[src/rtl/cpcs_pkg.sv]
// Shared encodings and width helpers for the CorePCS word-sync controller.
// Pure declarations: no latency, no flow control.
package cpcs_pkg;

    typedef enum logic [1:0] {
        ST_LOS  = 2'b00,
        ST_ACQ  = 2'b01,
        ST_SYNC = 2'b10
    } cpcs_state_t;

    localparam int ACQ_TMR_W = 16;
    localparam int ERR_CNT_W = 16;

    // Bits needed to hold values 0..max_val.
    function automatic int cnt_w(input int max_val);
        return (max_val < 1) ? 1 : $clog2(max_val + 1);
    endfunction

endpackage

[src/rtl/cpcs_sat_cnt.sv]
// Generic saturating up-counter with synchronous clear (clear beats increment).
// Latency: count visible one cycle after inc.
// Backpressure: none; holds at all-ones instead of wrapping.
module cpcs_sat_cnt #(
    parameter int W = 16
) (
    input  logic         core_clk,
    input  logic         aresetn,
    input  logic         clr,
    input  logic         inc,
    output logic [W-1:0] cnt
);

    always_ff @(posedge core_clk or negedge aresetn) begin
        if (!aresetn) begin
            cnt <= '0;
        end else if (clr) begin
            cnt <= '0;
        end else if (inc && (cnt != '1)) begin
            cnt <= cnt + W'(1);
        end
    end

endmodule

[src/rtl/cpcs_word_sync_ctrl.sv]
// 8b/10b receive word-sync FSM: qualifies commas by word parity, sequences LOS/ACQ/SYNC.
// Latency: every output is registered, one cycle after the sampled word.
// Backpressure: none; RX_EN low freezes state, counters and parity.
module cpcs_word_sync_ctrl
    import cpcs_pkg::*;
#(
    parameter int PROG_COMMA_EN = 0,
    parameter int N_ACQ         = 3,
    parameter int N_LOSS        = 4,
    parameter int N_GOOD        = 4,
    parameter int ACQ_TIMEOUT   = 255
) (
    input  logic                 RBC1,
    input  logic                 RSTN,
    input  logic                 RX_EN,
    input  logic                 COMMA_DETECT,
    input  logic                 CODE_ERROR,
    input  logic                 CNT_CLR,
    output logic                 WORD_SYNC_L,
    output logic                 COMMA_DETECT_ENABLE,
    output logic                 SYNC_LOST,
    output logic [1:0]           STATE,
    output logic [ERR_CNT_W-1:0] ERR_CNT
);

    localparam int AW = cnt_w(N_ACQ);
    localparam int BW = cnt_w(N_LOSS);
    localparam int GW = cnt_w(N_GOOD);

    localparam logic [AW-1:0]        ACQ_MAX  = AW'(N_ACQ);
    localparam logic [BW-1:0]        LOSS_MAX = BW'(N_LOSS);
    localparam logic [GW-1:0]        GOOD_MAX = GW'(N_GOOD);
    localparam logic [ACQ_TMR_W-1:0] TMO_MAX  = ACQ_TMR_W'(ACQ_TIMEOUT);

    cpcs_state_t          state_q, state_d;
    logic                 parity_q, parity_d;   // 1 = current word is odd
    logic [AW-1:0]        acq_q, acq_d, acq_inc;
    logic [ACQ_TMR_W-1:0] tmr_q, tmr_d, tmr_inc;
    logic [BW-1:0]        bad_q, bad_d, bad_inc;
    logic [GW-1:0]        good_q, good_d, good_inc;
    logic                 wsl_q, lost_q, lost_d;
    logic                 bad_word, err_inc;

    always_comb begin
        state_d  = state_q;
        parity_d = parity_q;
        acq_d    = acq_q;
        tmr_d    = tmr_q;
        bad_d    = bad_q;
        good_d   = good_q;
        lost_d   = 1'b0;
        err_inc  = 1'b0;
        bad_word = CODE_ERROR | (COMMA_DETECT & parity_q);
        acq_inc  = acq_q + AW'(1);
        tmr_inc  = tmr_q + ACQ_TMR_W'(1);
        bad_inc  = bad_q + BW'(1);
        good_inc = good_q + GW'(1);

        if (RX_EN) begin
            parity_d = ~parity_q;
            case (state_q)
                ST_LOS: begin
                    // Any clean comma re-anchors parity so the next word is odd.
                    if (COMMA_DETECT && !CODE_ERROR) begin
                        parity_d = 1'b1;
                        acq_d    = AW'(1);
                        tmr_d    = '0;
                        if (ACQ_MAX == AW'(1)) begin
                            state_d = ST_SYNC;
                            bad_d   = '0;
                            good_d  = '0;
                        end else begin
                            state_d = ST_ACQ;
                        end
                    end
                end
                ST_ACQ: begin
                    if (bad_word) begin
                        state_d = ST_LOS;
                    end else if (COMMA_DETECT) begin
                        acq_d = acq_inc;
                        tmr_d = '0;
                        if (acq_inc == ACQ_MAX) begin
                            state_d = ST_SYNC;
                            bad_d   = '0;
                            good_d  = '0;
                        end
                    end else begin
                        tmr_d = tmr_inc;
                        if (tmr_inc == TMO_MAX) begin
                            state_d = ST_LOS;
                        end
                    end
                end
                ST_SYNC: begin
                    if (bad_word) begin
                        err_inc = 1'b1;
                        bad_d   = bad_inc;
                        good_d  = '0;
                        if (bad_inc == LOSS_MAX) begin
                            state_d = ST_LOS;
                            lost_d  = 1'b1;
                        end
                    end else if (bad_q != '0) begin
                        // A full run of good words retires one outstanding bad word.
                        if (good_inc == GOOD_MAX) begin
                            bad_d  = bad_q - BW'(1);
                            good_d = '0;
                        end else begin
                            good_d = good_inc;
                        end
                    end else begin
                        good_d = '0;
                    end
                end
                default: state_d = ST_LOS;
            endcase
        end
    end

    always_ff @(posedge RBC1 or negedge RSTN) begin
        if (!RSTN) begin
            state_q  <= ST_LOS;
            parity_q <= 1'b0;
            acq_q    <= '0;
            tmr_q    <= '0;
            bad_q    <= '0;
            good_q   <= '0;
            wsl_q    <= 1'b1;
            lost_q   <= 1'b0;
        end else begin
            state_q  <= state_d;
            parity_q <= parity_d;
            acq_q    <= acq_d;
            tmr_q    <= tmr_d;
            bad_q    <= bad_d;
            good_q   <= good_d;
            wsl_q    <= (state_d != ST_SYNC);
            lost_q   <= lost_d;
        end
    end

    cpcs_sat_cnt #(
        .W(ERR_CNT_W)
    ) u_err_cnt (
        .core_clk(RBC1),
        .aresetn (RSTN),
        .clr     (CNT_CLR),
        .inc     (err_inc),
        .cnt     (ERR_CNT)
    );

    assign STATE               = state_q;
    assign WORD_SYNC_L         = wsl_q;
    assign SYNC_LOST           = lost_q;
    assign COMMA_DETECT_ENABLE = (PROG_COMMA_EN != 0) ? wsl_q : 1'b1;

endmodule
[config.mk]
export PLATFORM = sky130hd
export DESIGN_NAME = cpcs_word_sync_ctrl
export DESIGN_NICKNAME = d
export VERILOG_FILES = /design/src/rtl/cpcs_pkg.sv /design/src/rtl/cpcs_sat_cnt.sv /design/src/rtl/cpcs_word_sync_ctrl.sv
export SDC_FILE = /design/constraint.sdc
export NUM_CORES = 1
export LEC_CHECK = 0
export CAP_MARGIN = 20
export CORE_ASPECT_RATIO = 1.5
export CORE_MARGIN = 4
export CORE_UTILIZATION = 40
export DETAILED_ROUTE_END_ITERATION = 10
export GPL_ROUTABILITY_DRIVEN = 1
export PLACE_DENSITY = 0.69
export SLEW_MARGIN = 10
export SYNTH_ARGS = -nofsm -noshare
export SYNTH_HDL_FRONTEND = slang
export SYNTH_SLANG_ARGS = --single-unit
[constraint.sdc]
create_clock -name RBC1 -period 2 [get_ports RBC1]
set_input_delay 0.4 -clock RBC1 [delete_from_list [all_inputs] [get_ports RBC1]]
set_output_delay 0.4 -clock RBC1 [all_outputs]
set_load 0.01 [all_outputs]
==> impl_metrics.toml, run 1 <==
[place]
preCtsSetupSlack_ns = -0.222
place_congestion = 0.833
hpwl_mm = 4.43
numPlacedInstances = 415
postPlaceCellArea_um2 = 3220
port_buffers = 25

[critical_path]
slowest_stage = "clkdlybuf4s50_1"
critPathLaunchType = "primary input"
max_stage_delay_ns = 0.59
worstReg2RegEnd = "u_err_cnt.cnt[1]$_DFFE_PN0P_"
crit_buf_inv = 2
endpoint_kind = "flop"
crit_chain = "clkdlybuf4s50_1 -> nor3b_1 -> nand4b_1 -> buf_4 -> a31oi_1 -> o21ai_0 -> o31ai_1"
worst-r2r-setup-slack_ns = 0.17
critPathLaunch = "RX_EN"
crit_type = "in -> reg"
critPathArrivalTime_ns = 2.05
reg2reg_depth = 6
cp_max_fo = 30
worstPathRequired_ns = 2.21
cp_top_family = "buffers and inverters"
r2r_start = "u_err_cnt.cnt[0]$_DFFE_PN0P_"

[logic_synthesis]
synth-edff-count = 0
syn_nets = 312
yosys.cell_types.count = 53
ys.flop_type = "dfrtp_1"
synthArstFlopShare_pct = 100
avgSynthCellArea_um2 = 9.10
synth_cells = 296
yosysWarningCount = 0
synth_seq_cells = 45
synth-seq-area-share_pct = 41.9
syn_area_um2 = 2690

[sta]
finalMaxSlewViolations = 0
finalSetupViolCount = 0
setup_slack_ns = 0.156
tightestPinTransition_ns = 0.520
hold_viol = 0
finalSetupTns_ns = 0
fin_hold_ws_ns = 0.0597
fin_crit_sh_pct = 92.2
rsz0062_at_grt = "no"
max_freq_mhz = 542
relSlewSlack_pct = 65.0
period_minus_slack_ns = 1.84
worst_clock_skew_ns = 0.0126

[drt]
drt_wl_total_mm = 5.95
vias = 2376
dr.pass1.iters = 4
first_iter_violations = 119
wl_per_cell_um = 14.1
ant_nets = 0
via_per_inst = 5.62
drc = 0

[power]
peakVddDrop_v = 0.000393
power_density_nw_per_um2 = 687
leakage_uw = 0.00145

[floorplanning]
fp.dieArea_um2 = 8140
start_util_pct = 41.2
die_h_um = 108
die_x_um = 75.0
rows = 36
io_pins = 27
core_um2 = 6530

[global_routing]
track_usage_pct = 15.9
antenna_found_initial = 0
grt_pass1_wl_mm = 10.2
overflow = 0
grt_max_degree = 46
grt_pass1_vias = 2256

[clock_network]
clkTransAtPathRegs_ns = 0.09
clock-root-buffer = "clkbuf_8"
tritoncts = "done"
cts.path.max_buffers = 2
ctsHoldBuffers = 0
clk_latency_ns = 0.30
cts_buffers = 5
numClockSinks = 45
htree_num_levels = 2

[flow_run]
cap_violations = 0

[final_layout]
design_area_um2 = 3360
mostFrequentLayoutCells = "dfrtp_1, buf_4, o21ai_0"
num-nets-final = 362
area_growth_pct = 24.8
antenna_cells = 0
fillers = 611
drive_above_1_share_pct = 14.7
final_common_cell = "dfrtp_1"
final_cells = 423

[hold_path]
hold_path.class = "in -> async"

[outcome]
status = "finished clean"
## layer usage
metal	GRT usage [%]	part of all wire (%)
met5	0	0
met4	6.87	1.8
met2	28.2	55
met1	18.0	41
met3	2.88	2.8
## worst max-delay path by stage
stage                                               end  slack, ns  cells after the start
after global routing                 STATE[0]$_DFF_PN0_      0.002                      6
final                             tmr_q[12]$_DFFE_PN0P_       0.16                      7
after global placement    u_err_cnt.cnt[12]$_DFFE_PN0P_      -0.13                      6
after CTS                            STATE[0]$_DFF_PN0_       0.09                      7
after floorplan                      STATE[0]$_DFF_PN0_       0.14                      6
after detailed placement             STATE[0]$_DFF_PN0_      -0.22                      7
## sequential cells by signal, summed over array words and instances, names as in the netlist
register,flops
u_err_cnt.cnt,16
parity_q,1
SYNC_LOST,1
STATE,2
WORD_SYNC_L,1
tmr_q,16
bad_q,3
acq_q,2
good_q,3
## final cells by class
type	count	area [µm²]	area share [%]
Multi-Input combinational cell	227	1470	43.7
Tap cell	76	95.1	2.83
Sequential cell	45	1130	33.5
Timing Repair Buffer	57	498	14.8
Inverter	10	37.5	1.12
Clock inverter	3	65.1	1.94
Clock buffer	5	68.8	2.05
## Yosys cell counts, types with 2 or more instances
library cell  count  area [µm²]
o41ai_1           2        17.5
clkbuf_1          7        26.3
or3_1             2        12.5
nand4_1          10        62.6
ha_1             10         125
buf_4             2        15.0
nor3b_1           2        15.0
nand2_1          22        82.6
dfrtp_1          44        1100
nand4b_1          2        17.5
nor2b_1           6        37.5
mux2i_1           2        20.0
o21ai_0          29         145
o211ai_1          7        52.6
xor2_1           14         123
o2111ai_1         2        17.5
nor4_2            2        25.0
inv_1             9        33.8
nor4b_1           2        17.5
buf_2             4        20.0
nor3_1            5        25.0
nor2_1           22        82.6
nand3_1          18        90.1
a21oi_1           9        45.0
and2_1            3        18.8
o31ai_1          10        75.1
a21o_1            4        30.0
nand2b_1          6        37.5
a31oi_1           9        56.3
and3_1            5        31.3
xnor2_1           3        26.3
## power by group
group / switching, µW / leakage, µW / internal, µW
clock network: 327 / 0.0000681 / 497
registers: 50.8 / 0.000609 / 974
logic: 255 / 0.000768 / 205
## what timing repair did
item,CTS,global route
resized for setup,0,1
setup buffers,0,0
setup endpoints to repair,0,1
## worst register-to-register path, stage by stage, from the launching register on
cell,delay [ns]
dfrtp_1,0.42
ha_1,0.21
nand2_1,0.11
or3_1,0.44
o21ai_1,0.26
mux2i_1,0.22
nor2_1,0.05
## metrics by stage
step	total power, µW	utilization (%)
detailed placement	1510	49.3
CTS	2340	51.4
global placement	1490	49.3
global route	2440	51.5
finish	2310	51.5
floorplan	1310	-
## cells by family (layout without fill, tap and decap cells)
kind of cell               after synthesis  after routing  share of synthesized area [%]
DFF                                     45             45                           41.9
and+or+nand+nor                        114            114                           23.4
other                                    1              1                          0.139
adders and majority gates               10             10                           4.65
muxes                                    3              3                           1.16
AOI/OAI and AO/OA                       82             82                           19.5
xor gates and xnor gates                17             17                           5.53
buffers and inverters                   24             75                           3.81
No activity file was read; power rests on OpenSTA's default activity.
==> run 2, diff against run 1 <==
- RECOVER_POWER: default -> 100
- SLEW_MARGIN: 10 -> 30
==> run 2 against run 1 <==
Clock-buffer cell count did not move. Routed wire length fell by 0.15%. Critical path depth rose by 1. First-iteration DRC count fell by 5.9%. Sequential power barely moved. Utilization fell by 0.50 points. Clock skew barely moved. Sequential share of layout area rose by 0.33 points. Combinational power fell by 4%. Sequential cell count did not move. Critical path type unchanged. Critical endpoint is now u_err_cnt.cnt[1]$_DFFE_PN0P_. Largest cell class unchanged.
==> impl_metrics.toml, run 2 (synthesis gave the netlist of run 1 again) <==
[floorplanning]
core_um2 = 6530
io_pins = 27
die_x_um = 75.0
fp.dieArea_um2 = 8140
start_util_pct = 41.2
rows = 36
die_h_um = 108

[global_routing]
grt_max_degree = 46
antenna_found_initial = 0
grt_pass1_vias = 2256
grt_pass1_wl_mm = 10.2
overflow = 0
track_usage_pct = 15.9

[drt]
dr.pass1.iters = 4
via_per_inst = 5.61
drt_wl_total_mm = 5.94
ant_nets = 0
first_iter_violations = 112
wl_per_cell_um = 14.0
vias = 2371
drc = 0

[power]
power_frac_comb_pct = 19.4
peakVddDrop_v = 0.000393
sw_frac_of_total_pct = 27.4
p_clk_share_pct = 35.9
leakage_uw = 0.00149
p_seq_share_pct = 44.7
finalPower_uw = 2290
power_density_nw_per_um2 = 688
p_int_uw = 1660
switchingPower_uw = 628

[critical_path]
slowest_stage = "clkdlybuf4s50_1"
crit_type = "in -> reg"
cp_top_family = "buffers and inverters"
endpoint_kind = "flop"
cp_max_fo = 8
critPathLaunchType = "primary input"
worst-r2r-setup-slack_ns = 0.17
crit_chain = "clkdlybuf4s50_1 -> a21oi_1 -> buf_4 -> nor3_1 -> buf_4 -> o21ai_1 -> mux2i_1 -> nor2_1"
max_stage_delay_ns = 0.46
crit_buf_inv = 3
critPathArrivalTime_ns = 2.10
worstPathRequired_ns = 2.18
crit_top_cell = "buf_4"

[sta]
max_freq_mhz = 520
finalMaxSlewViolations = 0
period_minus_slack_ns = 1.92
relSlewSlack_pct = 24.1
fin_crit_sh_pct = 96.1
worst_clock_skew_ns = 0.0125
tightestPinTransition_ns = 1.14
hold_viol = 0
finalSetupViolCount = 0
rsz0062_at_grt = "no"
finalSetupTns_ns = 0

[final_layout]
final_cells = 423
num-nets-final = 362
mostFrequentLayoutCells = "dfrtp_1, o21ai_0, buf_4"
final_common_cell = "dfrtp_1"
final_core_util_pct = 51.0
antenna_cells = 0
area_growth_pct = 23.6
drive_above_1_share_pct = 13.8
reg_top3 = "tmr_q: 16 flops, u_err_cnt.cnt: 16 flops"
fillers = 612
design_area_um2 = 3330

[flow_run]
cap_violations = 0

[clock_network]
clkTransAtPathRegs_ns = 0.09
cts_setup_buffers = 0
tritoncts = "done"
numClockSinks = 45
htree_num_levels = 2
ctsHoldBuffers = 0
cts_buffers = 5
cts.path.max_buffers = 2
clk_latency_ns = 0.30
clock-root-buffer = "clkbuf_8"
cts_resized = 0

[place]
numPlacedInstances = 415
postPlaceCellArea_um2 = 3220
hpwl_mm = 4.43
port_buffers = 25
place_congestion = 0.833

[hold_path]
hold_path.class = "in -> async"

[outcome]
status = "finished clean"
==> run 2: cell types whose count changed in the layout (fill, tap and decap cells not counted) <==
cell / change
clkbuf_4: +2
nand3_2: -1
a21oi_1: +1
buf_12: -1
nand3_1: +1
buf_4: -5
clkdlybuf4s50_1: -19
a21oi_2: -1
clkbuf_2: +3
dlygate4sd3_1: +19
clkbuf_1: +1
==> run 2: layer usage <==
metal	up-vias	global-route usage [%]	share of wire, %
met1	1153	18.0	41
met4	0	6.87	1.9
met5	-	0	0
met3	7	2.88	2.2
li1	1184	-	-
met2	27	28.2	55
==> run 2: metrics by stage <==
step,worst slack (ns),hold slack (ns)
global placement,-0.127,0.401
finish,0.0775,0.395
CTS,0.0921,0.0744
floorplan,0.135,0.104
global route,0.00306,0.517
detailed placement,-0.222,0.405
==> run 2: cell type report <==
type / instances / area (µm²) / area share (%)
well taps: 76 / 95.1 / 2.86
clock buffers: 5 / 68.8 / 2.07
flip-flops and latches: 45 / 1130 / 33.9
multi-input cells: 227 / 1460 / 43.9
repair buffers: 57 / 474 / 14.2
clock inverters: 3 / 65.1 / 1.95
inverters: 10 / 37.5 / 1.13
==> run 2: worst paths after layout <==
path	start	to	depth (start not counted)
worst max-delay path	CODE_ERROR	u_err_cnt.cnt[1]$_DFFE_PN0P_	8
worst min-delay path	RSTN	u_err_cnt.cnt[15]$_DFFE_PN0P_	2
worst max register to register	tmr_q[3]$_DFFE_PN0P_	STATE[0]$_DFF_PN0_	6
worst min register to register	acq_q[0]$_DFFE_PN0P_	acq_q[0]$_DFFE_PN0P_	1
max in group asynchronous	RSTN	tmr_q[10]$_DFFE_PN0P_	2
min in group RBC1	acq_q[0]$_DFFE_PN0P_	acq_q[0]$_DFFE_PN0P_	1
==> run 2: worst register-to-register path, cell delays in order, from the launching register on <==
cell and delay (ns):
dfrtp_1 0.37, nand3_1 0.21, buf_4 0.23, nor3_1 0.41, mux2i_1 0.24, o22ai_1 0.10
a31oi_1 0.18
==> run 2: power by group through the flow <==
stage | Clock (µW) | Combinational [µW] | Sequential (µW)
floorplan | 0 | 265 | 1050
global placement | 0 | 449 | 1040
detailed placement | 0 | 463 | 1050
CTS | 845 | 466 | 1030
global route | 882 | 508 | 1040
finish | 822 | 444 | 1020
==> run 3, diff against run 2 <==
- PLACE_DENSITY: 0.69 -> 0.66
- clock period: 2 -> 1.9 ns (I/O delays scaled with it)
==> run 3 against run 2 <==
Non-clock buffer count is 1 lower. Largest cell class unchanged. Die area unchanged. Sequential cell count unchanged. Register-to-register slack got worse by 0.09 ns. Critical endpoint is now STATE[0]$_DFF_PN0_. Combinational power rose by 6.5%. Hold slack worse by 0.12 ns. Final cell count decreased by 0.24%. Routed wire length up 1.1%. Design area is 0.64% higher. First-iteration DRC count shrank 22%. Worst setup slack got worse by 0.027 ns. Highest routed layer unchanged. Utilization grew 0.33 points.
==> impl_metrics.toml, run 3 (synthesis gave the netlist of run 1 again) <==
[floorplanning]
die_h_um = 108
io_pins = 27
core_um2 = 6530
rows = 36
fp.dieArea_um2 = 8140
start_util_pct = 41.2
die_x_um = 75.0

[final_layout]
final_common_cell = "dfrtp_1"
num-nets-final = 361
fillers = 613
drive_above_1_share_pct = 14.5
area_growth_pct = 24.4
final_cells = 422
reg_top3 = "tmr_q: 16 flops, u_err_cnt.cnt: 16 flops"
antenna_cells = 0
mostFrequentLayoutCells = "dfrtp_1, o21ai_0, buf_4"

[sta]
finalSetupTns_ns = 0
setup_slack_ns = 0.0500
hold_viol = 0
finalMaxSlewViolations = 0
max_freq_mhz = 541
relSlewSlack_pct = 25.0
period_minus_slack_ns = 1.85
worst_clock_skew_ns = 0.00983
fin_hold_ws_ns = 0.273
finalSetupViolCount = 0
tightestPinTransition_ns = 1.13
rsz0062_at_grt = "no"
fin_crit_sh_pct = 97.4

[critical_path]
worst-r2r-setup-slack_ns = 0.08
critPathArrivalTime_ns = 2.02
critPathLaunchType = "primary input"
worstPathRequired_ns = 2.07
endpoint_kind = "flop"
max_stage_delay_ns = 0.45
reg2reg_depth = 5
crit_chain = "clkdlybuf4s50_1 -> buf_4 -> nor4b_1 -> nand4_1 -> a31oi_1 -> nor4b_1 -> a31oi_1"
slowest_stage = "clkdlybuf4s50_1"
worstReg2RegEnd = "bad_q[2]$_DFFE_PN0P_"
crit_type = "in -> reg"
r2r_start = "good_q[0]$_DFFE_PN0P_"
endpoint = "STATE[0]$_DFF_PN0_"
critPathLaunch = "COMMA_DETECT"
cp_max_fo = 13

[drt]
drt_wl_total_mm = 6.00
drc = 0
ant_nets = 0
wl_per_cell_um = 14.2
vias = 2434
dr.pass1.iters = 4
via_per_inst = 5.77
first_iter_violations = 87

[place]
port_buffers = 25
preCtsSetupSlack_ns = -0.273
numPlacedInstances = 414
place_congestion = 0.861
hpwl_mm = 4.55

[clock_network]
clkTransAtPathRegs_ns = 0.09
ctsHoldBuffers = 0
numClockSinks = 45
cts.path.max_buffers = 2
htree_num_levels = 2
clk_latency_ns = 0.29
cts_setup_buffers = 0
clock-root-buffer = "clkbuf_8"
tritoncts = "done"
cts_buffers = 5

[global_routing]
track_usage_pct = 16.2
grt_pass1_vias = 2417
overflow = 0
grt_pass1_wl_mm = 10.6
grt_max_degree = 31
antenna_found_initial = 0

[flow_run]
cap_violations = 0

[hold_path]
hold_path.class = "in -> async"

[power]
peakVddDrop_v = 0.000396
leakage_uw = 0.00145
power_density_nw_per_um2 = 690

[outcome]
status = "finished clean"
-- run 3: stage by stage --
step	util (%)	power, µW	instance area (µm²)
global placement	49.4	1570	3230
global route	51.3	2450	3350
finish	51.3	2310	3350
CTS	51.2	2350	3340
detailed placement	49.4	1580	3230
floorplan	-	1380	2690
-- run 3: critical path: cells and delay by family --
family | cells | cell delay [ns]
simple gates | 3 | 0.73
buf+inv | 2 | 0.65
compound gates | 2 | 0.25
-- run 3: worst min-delay path by stage --
stage,slack [ns],startpoint,to,depth (start not counted)
2_1_floorplan,0.08,RSTN,STATE[0]$_DFF_PN0_,0
3_3_place_gp,0.38,RSTN,u_err_cnt.cnt[13]$_DFFE_PN0P_,1
3_5_place_dp,0.38,RSTN,u_err_cnt.cnt[13]$_DFFE_PN0P_,1
4_1_cts,0.05,RSTN,u_err_cnt.cnt[13]$_DFFE_PN0P_,1
5_1_grt,0.38,RSTN,u_err_cnt.cnt[13]$_DFFE_PN0P_,1
6_report,0.27,RSTN,u_err_cnt.cnt[13]$_DFFE_PN0P_,1
-- run 3: power by group --
group          total, µW  switching, µW  internal, µW
logic                473            263           210
clock network        753            323           429
registers           1090           59.7          1030
total               2310            646          1660
-- run 3: per-layer routing --
metal | vias up | wire length (µm) | GRT usage, % | share of wire (%)
li1 | 1190 | - | - | -
met1 | 1193 | 2450 | 18.7 | 41
met2 | 42 | 3270 | 29.0 | 54
met3 | 9 | 179 | 2.33 | 3.0
met4 | 0 | 106 | 6.74 | 1.8
met5 | - | 0 | 0 | 0
-- run 3: layout make-up --
| cell class | count | area [µm²] | area share (%) |
|---|---|---|---|
| clock buffers | 7 | 86.3 | 2.58 |
| clock inverters | 1 | 30.0 | 0.897 |
| inverters | 10 | 37.5 | 1.12 |
| multi-input cells | 227 | 1490 | 44.3 |
| flip-flops and latches | 45 | 1130 | 33.7 |
| well taps | 76 | 95.1 | 2.84 |
| repair buffers | 56 | 488 | 14.6 |
-- run 3: what timing repair did --
action	CTS	global route
endpoints found under the setup margin	0	7
hold endpoints to repair	0	0
resized for setup	0	5
